**src/rtl/fifo_frame_reader.sv**
```systemverilog
// Frame-gated read sequencer for a synchronous FIFO, with a 4-entry skid buffer feeding a valid/ready stream.
// Define FIFO_RD_OREG_EN when the FIFO output register is enabled (read latency 2, rd_oce driven).
module fifo_frame_reader #(
    parameter int DATA_WIDTH  = 32,
    parameter int LEVEL_WIDTH = 11,
    parameter int FRAME_LEN   = 1024
) (
    input  logic                   clk,
    input  logic                   rst_n,
    input  logic                   enable,
    output logic                   fifo_rd_en,
    output logic                   fifo_rd_oce,
    input  logic [DATA_WIDTH-1:0]  fifo_rd_data,
    input  logic                   fifo_rd_empty,
    input  logic [LEVEL_WIDTH-1:0] fifo_rd_water_level,
    output logic [DATA_WIDTH-1:0]  m_data,
    output logic                   m_valid,
    input  logic                   m_ready,
    output logic                   m_last,
    output logic                   busy,
    output logic                   frame_done
);

`ifdef FIFO_RD_OREG_EN
    localparam int LAT = 2;
`else
    localparam int LAT = 1;
`endif
    localparam int CW = $clog2(FRAME_LEN + 1);
    localparam logic [CW-1:0]          FL     = CW'(FRAME_LEN);
    localparam logic [CW-1:0]          FL_M1  = CW'(FRAME_LEN - 1);
    localparam logic [LEVEL_WIDTH-1:0] FL_LVL = LEVEL_WIDTH'(FRAME_LEN);

    typedef enum logic [1:0] {IDLE, WAIT_LVL, BURST, DRAIN} state_t;

    state_t                  state_reg;
    logic                    rd_en_reg;
    logic [LAT-1:0]          rd_pipe_reg;   // bit i set: read issued i+1 cycles ago
    logic [CW-1:0]           issued_reg;
    logic [CW-1:0]           beat_reg;
    logic [DATA_WIDTH-1:0]   skid_mem [4];
    logic [1:0]              head_reg;
    logic [1:0]              tail_reg;
    logic [2:0]              buf_cnt_reg;
    logic                    frame_done_reg;

    logic       push;
    logic       pop;
    logic       last_hs;
    logic       issue_next;
    logic [1:0] inflight;
    logic [3:0] credit;

    always_comb begin
        inflight = '0;
        for (int i = 0; i < LAT; i++) begin
            inflight = inflight + {1'b0, rd_pipe_reg[i]};
        end
    end

    assign push       = rd_pipe_reg[LAT-1];
    assign m_valid    = (buf_cnt_reg != 3'd0);
    assign m_data     = m_valid ? skid_mem[head_reg] : '0;
    assign m_last     = m_valid && (beat_reg == FL_M1);
    assign pop        = m_valid && m_ready;
    assign last_hs    = pop && m_last;
    // Every read committed so far must still fit in the buffer even if nothing pops.
    assign credit     = {1'b0, buf_cnt_reg} + {2'b00, inflight} + {3'b000, rd_en_reg};
    assign issue_next = (state_reg == BURST) && (issued_reg < FL) && !fifo_rd_empty && (credit < 4'd4);

    assign fifo_rd_en = rd_en_reg;
    assign busy       = (state_reg != IDLE);
    assign frame_done = frame_done_reg;

`ifdef FIFO_RD_OREG_EN
    assign fifo_rd_oce = rd_pipe_reg[0];
`else
    assign fifo_rd_oce = 1'b0;
`endif

    always_ff @(posedge clk) begin
        if (push) begin
            skid_mem[tail_reg] <= fifo_rd_data;
        end
    end

    always_ff @(posedge clk) begin
        if (!rst_n) begin
            state_reg      <= IDLE;
            rd_en_reg      <= 1'b0;
            rd_pipe_reg    <= '0;
            issued_reg     <= '0;
            beat_reg       <= '0;
            head_reg       <= '0;
            tail_reg       <= '0;
            buf_cnt_reg    <= '0;
            frame_done_reg <= 1'b0;
        end else begin
            rd_en_reg      <= issue_next;
            rd_pipe_reg    <= LAT'({rd_pipe_reg, rd_en_reg});
            frame_done_reg <= last_hs;

            if (push) begin
                tail_reg <= tail_reg + 2'd1;
            end
            if (pop) begin
                head_reg <= head_reg + 2'd1;
            end
            case ({push, pop})
                2'b10:   buf_cnt_reg <= buf_cnt_reg + 3'd1;
                2'b01:   buf_cnt_reg <= buf_cnt_reg - 3'd1;
                default: buf_cnt_reg <= buf_cnt_reg;
            endcase

            if (last_hs) begin
                beat_reg <= '0;
            end else if (pop) begin
                beat_reg <= beat_reg + 1'b1;
            end

            if (issue_next) begin
                issued_reg <= issued_reg + 1'b1;
            end

            case (state_reg)
                IDLE: begin
                    if (enable) begin
                        state_reg <= WAIT_LVL;
                    end
                end
                WAIT_LVL: begin
                    // A disabled block never starts a new frame, even if data is waiting.
                    if (!enable) begin
                        state_reg <= IDLE;
                    end else if (fifo_rd_water_level >= FL_LVL) begin
                        state_reg <= BURST;
                    end
                end
                BURST: begin
                    if (issued_reg == FL) begin
                        state_reg <= DRAIN;
                    end
                end
                DRAIN: begin
                    if (last_hs) begin
                        issued_reg <= '0;
                        state_reg  <= enable ? WAIT_LVL : IDLE;
                    end
                end
                default: state_reg <= IDLE;
            endcase
        end
    end

endmodule

```
**config.mk**
```make
export PLATFORM = sky130hd
export DESIGN_NAME = fifo_frame_reader
export DESIGN_NICKNAME = d
export VERILOG_FILES = /design/src/rtl/fifo_frame_reader.sv
export SDC_FILE = /design/constraint.sdc
export NUM_CORES = 1
export LEC_CHECK = 0
export CAP_MARGIN = 10
export CELL_PAD_IN_SITES_DETAIL_PLACEMENT = 1
export CELL_PAD_IN_SITES_GLOBAL_PLACEMENT = 1
export CORE_MARGIN = 2
export CORE_UTILIZATION = 40
export CTS_BUF_LIST = sky130_fd_sc_hd__clkbuf_16
export CTS_CLUSTER_SIZE = 25
export DETAILED_ROUTE_END_ITERATION = 12
export MAX_ROUTING_LAYER = met4
export PLACE_DENSITY_LB_ADDON = 0.25
export RECOVER_POWER = 50
export SETUP_SLACK_MARGIN = 0.3
export SYNTH_ARGS = -nofsm -noshare
export SYNTH_HDL_FRONTEND = slang
export SYNTH_SLANG_ARGS = --single-unit
```
**constraint.sdc**
```tcl
create_clock -name clk -period 2.5 [get_ports clk]
set_input_delay 0.25 -clock clk [delete_from_list [all_inputs] [get_ports clk]]
set_output_delay 0.25 -clock clk [all_outputs]
set_load 0.02 [all_outputs]
```
Word-level counts from Yosys, hierarchy flattened
Memory sizes are Yosys's and may differ from the RTL's. A register that Yosys moved wholly into a read port is not among the register bits.
Index checks and enable logic that the tools add are counted.
{"block": "word_totals", "ff_bits": 34, "ram_bits": 128, "inputBits": 48, "output_inout_bits": 38, "wordCells": 62, "n_memories": 1}
{"block": "op_classes", "add_sub_neg": 8, "n_lt_le_gt_ge": 3, "eq_ne": 11, "mux": 16, "n_bitwise": 1, "reduce_logical": 13}
{"memory": "skid_mem", "words": 4, "word_bits": 32, "rd": 1, "rd_clocked_by_memory_dff": 1, "wr": 1, "line_no": "41", "rtl": "logic [DATA_WIDTH-1:0] skid_mem [4];"}
{"operator": "2-to-1 mux 11 bit", "count": 3}
{"operator": "2-to-1 mux 32 bit", "count": 1}
{"operator": "adder 11 x 1 -> 11 bit, second input constant", "count": 2}
{"operator": "2-to-1 mux 2 bit", "count": 7}
{"operator": "equality test 11 x 10 -> 1 bit, second input constant", "count": 1}
{"operator": "equality test 11 bit, second input constant", "count": 1}
{"operator": ">= comparator 11 bit, second input constant", "count": 1}
{"operator": "less-than comparator 11 bit, second input constant", "count": 1}
{"operator": "one-hot mux 2 bit (4 select lines)", "count": 1}
{"operator": "equality test 2 bit, second input constant", "count": 3}
{"operator": "logical AND 1 bit", "count": 6}
{"operator": "one-hot mux 3 bit (2 select lines)", "count": 1}
{"operator": "adder 2 x 1 -> 2 bit, second input constant", "count": 2}
{"operator": "adder 3 x 1 -> 4 bit", "count": 1}
{"operator": "adder 4 x 1 -> 4 bit", "count": 1}
{"operator": "equality test 2 x 1 -> 1 bit, second input constant", "count": 2}
{"operator": "less-than comparator 4 x 3 -> 1 bit, second input constant", "count": 1}
{"operator": "inequality test 2 bit, second input constant", "count": 2}
{"operator": "AND reduction 4 bit", "count": 1}
{"operator": "nonzero test 2 bit", "count": 2}
{"operator": "adder 3 x 1 -> 3 bit, second input constant", "count": 1}
{"operator": "2-to-1 mux 1 bit", "count": 3}
{"operator": "inequality test 3 bit, second input constant", "count": 1}
{"operator": "nonzero test 3 bit", "count": 1}
{"operator": "6 further kinds", "count": 6}

Logic depth before layout (Yosys ltp)
Gate-level depths: netlist of run 1.
{"block": "depth", "ltp_word": 7, "mapped_depth": 9, "ltp_nobuf": 8}

Worst setup path before layout of run 1
No wires, ideal clock.
{"block": "synth_path", "path_kind": "register -> register", "start": "reg buf_cnt_reg[2]", "end": "reg buf_cnt_reg[2]", "setup_time_ns": 0.073, "t_arrival_ns": 1.962, "t_required_ns": 2.427, "path_slack_ns": 0.465, "stages_incl_launch_ff": 10, "path_buffers": 1, "period_less_slack_ns": 2.035, "path_cell_list": "dfxtp_1 o31ai_2 inv_2 buf_2 ha_1 inv_1 fa_1 xor2_1 or3_1 a21oi_1"}
{"block": "synth_between", "elab_chain_len": 4, "word_cells_on_any_way": 8, "classes_between": "add/sub (2); eq/ne (2); mux (1); reduce/logical (3)"}
{"element": "start: declaration", "line_no": "44", "rtl": "logic [2:0] buf_cnt_reg;"}
{"element": "start signal: assignment", "line_no": "110", "rtl": "2'b10: buf_cnt_reg <= buf_cnt_reg + 3'd1;"}
{"element": "start signal: assignment", "line_no": "111", "rtl": "2'b01: buf_cnt_reg <= buf_cnt_reg - 3'd1;"}
{"element": "start signal: assignment", "line_no": "112", "rtl": "default: buf_cnt_reg <= buf_cnt_reg;"}
{"element": "parallel branches: the longest is 4 deep, another holds subtractor 3 x 1 -> 3 bit"}
Parallel ways; which one is timed is not known.
A chain may end at the register's enable or synchronous reset.

==> impl_metrics.ini, run 1 <==
[status]
status = finished, final reports clean

[global_routing]
gr-usage-all-layers_pct = 17.53
grt_pass1_vias = 4034
antenna_found_initial = 0
busiest_layer = met2
use_met3_pct = 4.383
grt-ovfl-total = 0
use_met2_pct = 28.91
use_met1_pct = 21.21
grt_max_degree = 22
grt_pass1_wl_um = 22540

[synthesis]
syn-num-nets = 456
postSynthCellCount = 398
ys_types = 47
seq_area_frac_synth_pct = 69.63
synth_top_area_cell = edfxtp_1
synth-seq-cells = 164
ys_top_cells_by_area = edfxtp_1 (59%), dfxtp_1 (11%), mux4_2 (11%), nor2b_1 (3.1%), ha_1 (1.7%)
yosysTopAreaCellShare_pct = 58.64
syn_area_per_cell_um2 = 16.47
netlist_area_um2 = 6555
yosysWarningCount = 0

[clocking]
clock_latency_ns = 0.43
cts.sinks = 164
root_buffer = clkbuf_16
cts.clk_slew.worst_paths_ns = 0.06
numCtsBuffers = 17
cts_buffer_depth = 2
htreeDepth = 4
cts_tree = done

[sta]
clock.fmax_mhz = 452.7
report.final.slew_viol_count = 0
skew_ns = 0.01318
fin_ws_ns = 0.2909
setup_viol = 0
hold_ws_ns = 0.4489
worst_pin_slew_ns = 1.210
post-route-min-period_ns = 2.209
grt_setup_unrepaired = yes
finalHoldViolations = 0
relSlewSlack_pct = 19.28
final.setup.tns_ns = 0
timing.final.crit_share_pct = 88.37

[setup_path]
arrival_ns = 1.96
r2r-end = skid_mem[0][30]
cp-endpoint = m_data[8]
worst_setup_path_end_kind = output port
crit_type = register to output port
rr_startpoint = tail_reg[0]
r2r_setup_slack_ns = 0.32
reg2reg_depth = 4
start_kind = register
critPathMaxFanout = 8
cp.required_ns = 2.25

[floorplanning]
dieArea_um2 = 17430
start_util_pct = 41.12
ioPinCount = 86
fp.coreArea_um2 = 15940
rows = 46
die_y_um = 132.0
die_w_um = 132.0

[placement]
dp_worst_setup_slack_ns = 0.2104
dp_hpwl_um = 8728
gp_congestion = 0.7233
portBuffers = 74

[finish]
synthToLayoutAreaGrowth_pct = 28.02
drive_gt1_share_pct = 27.15
post-route-util_pct = 52.64
largest_register_ffs = 128
fill_cells = 1533
finalNetCount = 559

[detailed_routing]
drc = 0
vias = 3754
ant_nets = 0
avgRoutedWirePerCell_um = 19.11
drt_iter0_markers = 172
avgViaCountPerCell = 5.150
wirelength_um = 13930
drtPass1Iterations = 4

[job]
drv_cap = 0

[power]
ir_drop_v = 0.0005003
power_density_nw_per_um2 = 705.6
power.leakage_nw = 2.814

[worst_hold_path]
hp-class = register to register
[synthesized netlist by cell type, drive strengths merged]
library cell	instances
buf	11
fa	1
and3	2
o211a	1
nand3	5
o31ai	1
xor2	9
o2111ai	4
inv	15
o311a	1
clkbuf	4
nor3b	1
o21ai	8
o211ai	1
nor4b	1
mux4	32
xnor2	7
or3	6
nand4	6
ha	9
and4	2
mux2i	3
o311ai	1
nor2b	32
o21ba	1
and4b	1
o41ai	1
nor3	5
a21oi	11
edfxtp	128
or4	1
nor4	1
clkinv	1
conb	1
a31oi	1
nand2	14
dfxtp	36
nor2	25
and2	8
[area by class of cell]
cell class / instances / area [um^2] / share of cell area [%]
Antenna cell: 1 / 2.502 / 0.02982
Inverter: 16 / 60.06 / 0.7157
Clock inverter: 13 / 205.2 / 2.445
Clock buffer: 17 / 425.4 / 5.069
Multi-Input combinational cell: 203 / 1903 / 22.68
Tap cell: 216 / 270.3 / 3.221
Sequential cell: 164 / 4572 / 54.48
Timing Repair Buffer: 99 / 953.4 / 11.36
[what timing repair did]
action | 4_1_cts | 5_1_grt
endpoints found under the hold margin | 0 | 0
resized for setup | 129 | 25
hold buffers | 0 | 0
endpoints found under the setup margin | 34 | 22
setup buffers | 3 | 4
cloned | 3 | 0
[layout by cell type, fill, tap and decap left out, drive strengths merged, types with 2 or more instances in the layout]
| cell type | count |
|---|---|
| clkbuf | 17 |
| and2 | 8 |
| nand3 | 5 |
| o2111ai | 4 |
| dlygate4sd3 | 33 |
| or3 | 6 |
| xnor2 | 7 |
| mux4 | 32 |
| a21oi | 11 |
| xor2 | 9 |
| clkdlybuf4s15 | 7 |
| nor2b | 32 |
| buf | 50 |
| and3 | 2 |
| ha | 9 |
| dfxtp | 36 |
| and4 | 2 |
| nor2 | 25 |
| clkinv | 3 |
| nor3 | 5 |
| edfxtp | 128 |
| mux2i | 3 |
| nand2 | 14 |
| inv | 20 |
| bufinv | 5 |
| clkdlybuf4s50 | 8 |
| nand4 | 6 |
| o21ai | 8 |
[worst min path at each step]
stage,slack [ns],from,to,cells after the start
3_3_place_gp,0.43,beat_reg[10],beat_reg[10],1
6_report,0.45,beat_reg[10],beat_reg[10],1
2_1_floorplan,0.35,fifo_rd_data[0],skid_mem[0][0],0
5_1_grt,0.47,beat_reg[10],beat_reg[10],1
4_1_cts,0.44,fifo_rd_data[30],skid_mem[2][30],1
3_5_place_dp,0.45,beat_reg[10],beat_reg[10],1
[routing by layer]
layer | up-vias | part of all wire [%] | routed length (um)
li1 | 1720 | - | -
met1 | 1939 | 43 | 6018
met2 | 83 | 52 | 7227
met3 | 12 | 3.8 | 535
met4 | 0 | 1.0 | 146
met5 | - | 0 | 0
[where the power goes]
group / switching [mW] / internal (mW)
logic: 0.0818 / 0.0826
clock network: 1.05 / 1.76
registers: 0.00780 / 2.94
total: 1.14 / 4.78
[logic make-up (layout without fill, tap and decap cells)]
logic type / after synthesis / after routing / synth area share [%]
flops: 164 / 164 / 69.63
simple gates: 110 / 110 / 9.372
compound gates: 31 / 31 / 3.360
xor+xnor: 16 / 16 / 2.138
mux: 35 / 35 / 11.45
fa+ha+maj: 10 / 10 / 2.023
other cells: 1 / 2 / 0.05721
buf+inv: 31 / 145 / 1.966
[worst max-delay path, cell delays in order (launching register included)]
cell and delay (ns):
dfxtp_4 0.39, buf_6 0.11, buf_12 0.09, buf_16 0.13, mux4_2 0.49, nor2b_2 0.17, buf_6 0.14
[per-stage QoR]
step / power (mW) / instances / area [um^2]
after global routing: 6.090 / 728 / 8389
final: 5.921 / 729 / 8392
after detailed placement: 3.173 / 688 / 7635
after floorplan: 3.062 / 398 / 6555
after global placement: 3.166 / 688 / 7635
after CTS: 5.989 / 724 / 8288
Note: power is estimated with default switching activity, not from simulation.
==> run 2: changes to the inputs <==
Settings changed: GPL_TIMING_DRIVEN set to 0.
==> impl_metrics.ini, run 2 (synthesis gave the netlist of run 1 again) <==
[global_routing]
grt_pass1_vias = 4077
grt-ovfl-total = 0
grt_pass1_wl_um = 21940
antenna_found_initial = 0
grt_max_degree = 33
gr-usage-all-layers_pct = 17.07

[placement]
portBuffers = 73
placed_cell_area_um2 = 7601
dp_worst_setup_slack_ns = -0.3208
gp_congestion = 0.7412
dp_hpwl_um = 8493
dp.cells = 689

[finish]
synthToLayoutAreaGrowth_pct = 28.19
drive_gt1_share_pct = 28.07
fin_cells = 729
layout_common_cells = edfxtp_1 (128), mux4_2 (32), dlygate4sd3_1 (32)
final_common_cell = edfxtp_1
finalNetCount = 558
n_antenna_cell = 0
largest_register_ffs = 128
design_area_um2 = 8403

[worst_hold_path]
worstHoldStart = rst_n
hold_depth = 3
hp-class = primary input to register
hold_end = issued_reg[4]

[clocking]
numCtsBuffers = 17
cts_buffer_depth = 2
cts.clk_slew.worst_paths_ns = 0.07
root_buffer = clkbuf_16
clock_latency_ns = 0.43
htreeDepth = 4
cts_tree = done
cts.sinks = 164

[job]
drv_cap = 0

[detailed_routing]
avgRoutedWirePerCell_um = 18.75
avgViaCountPerCell = 5.029
drt_iter0_markers = 154
vias = 3666
wirelength_um = 13670
drc = 0
drtPass1Iterations = 4
ant_nets = 0

[power]
power.leakage_nw = 2.773
power_density_nw_per_um2 = 724.0
ir_drop_v = 0.0004823
p_total_mw = 6.084

[sta]
timing.final.crit_share_pct = 88.61
hold_ws_ns = 0.2687
report.final.slew_viol_count = 0
fin_ws_ns = 0.2847
clock.fmax_mhz = 451.4
setup_viol = 0
relSlewSlack_pct = 31.10
worst_pin_slew_ns = 1.033
post-route-min-period_ns = 2.215
skew_ns = 0.006097
finalHoldViolations = 0
grt_setup_unrepaired = yes

[setup_path]
worst_setup_path_end_kind = output port
r2r-end = buf_cnt_reg[2]
reg2reg_depth = 9
critPathMaxFanout = 10
r2r_setup_slack_ns = 0.43
start_kind = register
crit_type = register to output port
rr_startpoint = buf_cnt_reg[1]
cp.required_ns = 2.25
arrival_ns = 1.97

[floorplanning]
die_w_um = 132.0
start_util_pct = 41.12
fp.coreArea_um2 = 15940
dieArea_um2 = 17430
die_y_um = 132.0
ioPinCount = 86
rows = 46

[status]
status = finished, final reports clean
run 2: cell types whose count changed in the layout (fill, tap and decap cells not counted), moves of 3 or more:
| cell | previous run | this run |
|---|---|---|
| clkbuf_2 | 0 | 4 |
| nor2b_4 | 4 | 1 |
| buf_4 | 19 | 10 |
| clkdlybuf4s15_2 | 7 | 15 |
| buf_6 | 7 | 4 |
| nor2b_1 | 27 | 31 |
run 2: worst max-delay path by stage:
stage | startpoint | end | slack, ns | depth (start not counted)
2_1_floorplan | buf_cnt_reg[2] | buf_cnt_reg[2] | 0.47 | 9
3_3_place_gp | buf_cnt_reg[2] | m_data[21] | -0.28 | 4
5_1_grt | register | m_data[15] | 0.22 | 5
4_1_cts | register | m_data[8] | 0.13 | 5
6_report | register | m_data[25] | 0.28 | 5
3_5_place_dp | buf_cnt_reg[2] | m_data[3] | -0.32 | 4
run 2: final cells by class:
type	instances	area, um^2
inverters	16	60.06
repair buffers	83	784.5
plain buffers	15	136.4
clock buffers	17	425.4
well taps	216	270.3
fillers	1538	7540
clock inverters	15	250.2
flip-flops and latches	164	4577
multi-input cells	203	1899
run 2: stage by stage:
step / utilization (%) / setup TNS (ns)
finish: 52.71 / 0
global placement: 47.39 / -7.433
detailed placement: 47.68 / -8.506
floorplan: - / 0
global route: 52.71 / 0
CTS: 52.85 / 0
run 2: power breakdown:
part	total (mW)	switching [mW]	leakage (nW)	internal, mW
Sequential	2.94	0.00730	1.44	2.94
Combinational	0.161	0.0809	1.01	0.0805
Clock	2.98	1.09	0.322	1.88
run 2: repair_timing:
item                                    4_1_cts  5_1_grt
hold buffers                                  0        0
buffers inserted                              3        4
cloned                                        1        0
pin swaps                                     1        1
endpoints found under the setup margin       36       32
gates resized for setup                     134       29
run 2: per-layer routing:
layer | track usage [%] | vias to the layer above | share of wire, %
li1 | - | 1717 | -
met5 | - | - | 0
met2 | 29.31 | 73 | 53
met4 | 5.676 | 0 | 1.1
met1 | 19.73 | 1862 | 42
met3 | 4.075 | 14 | 3.5
run 2: worst max-delay path, cell delays in order, from the launching register on:
cell and delay (ns):
dfxtp_2 0.32, buf_6 0.13, buf_12 0.16, mux4_2 0.51, nor2b_1 0.16, clkdlybuf4s15_2 0.25
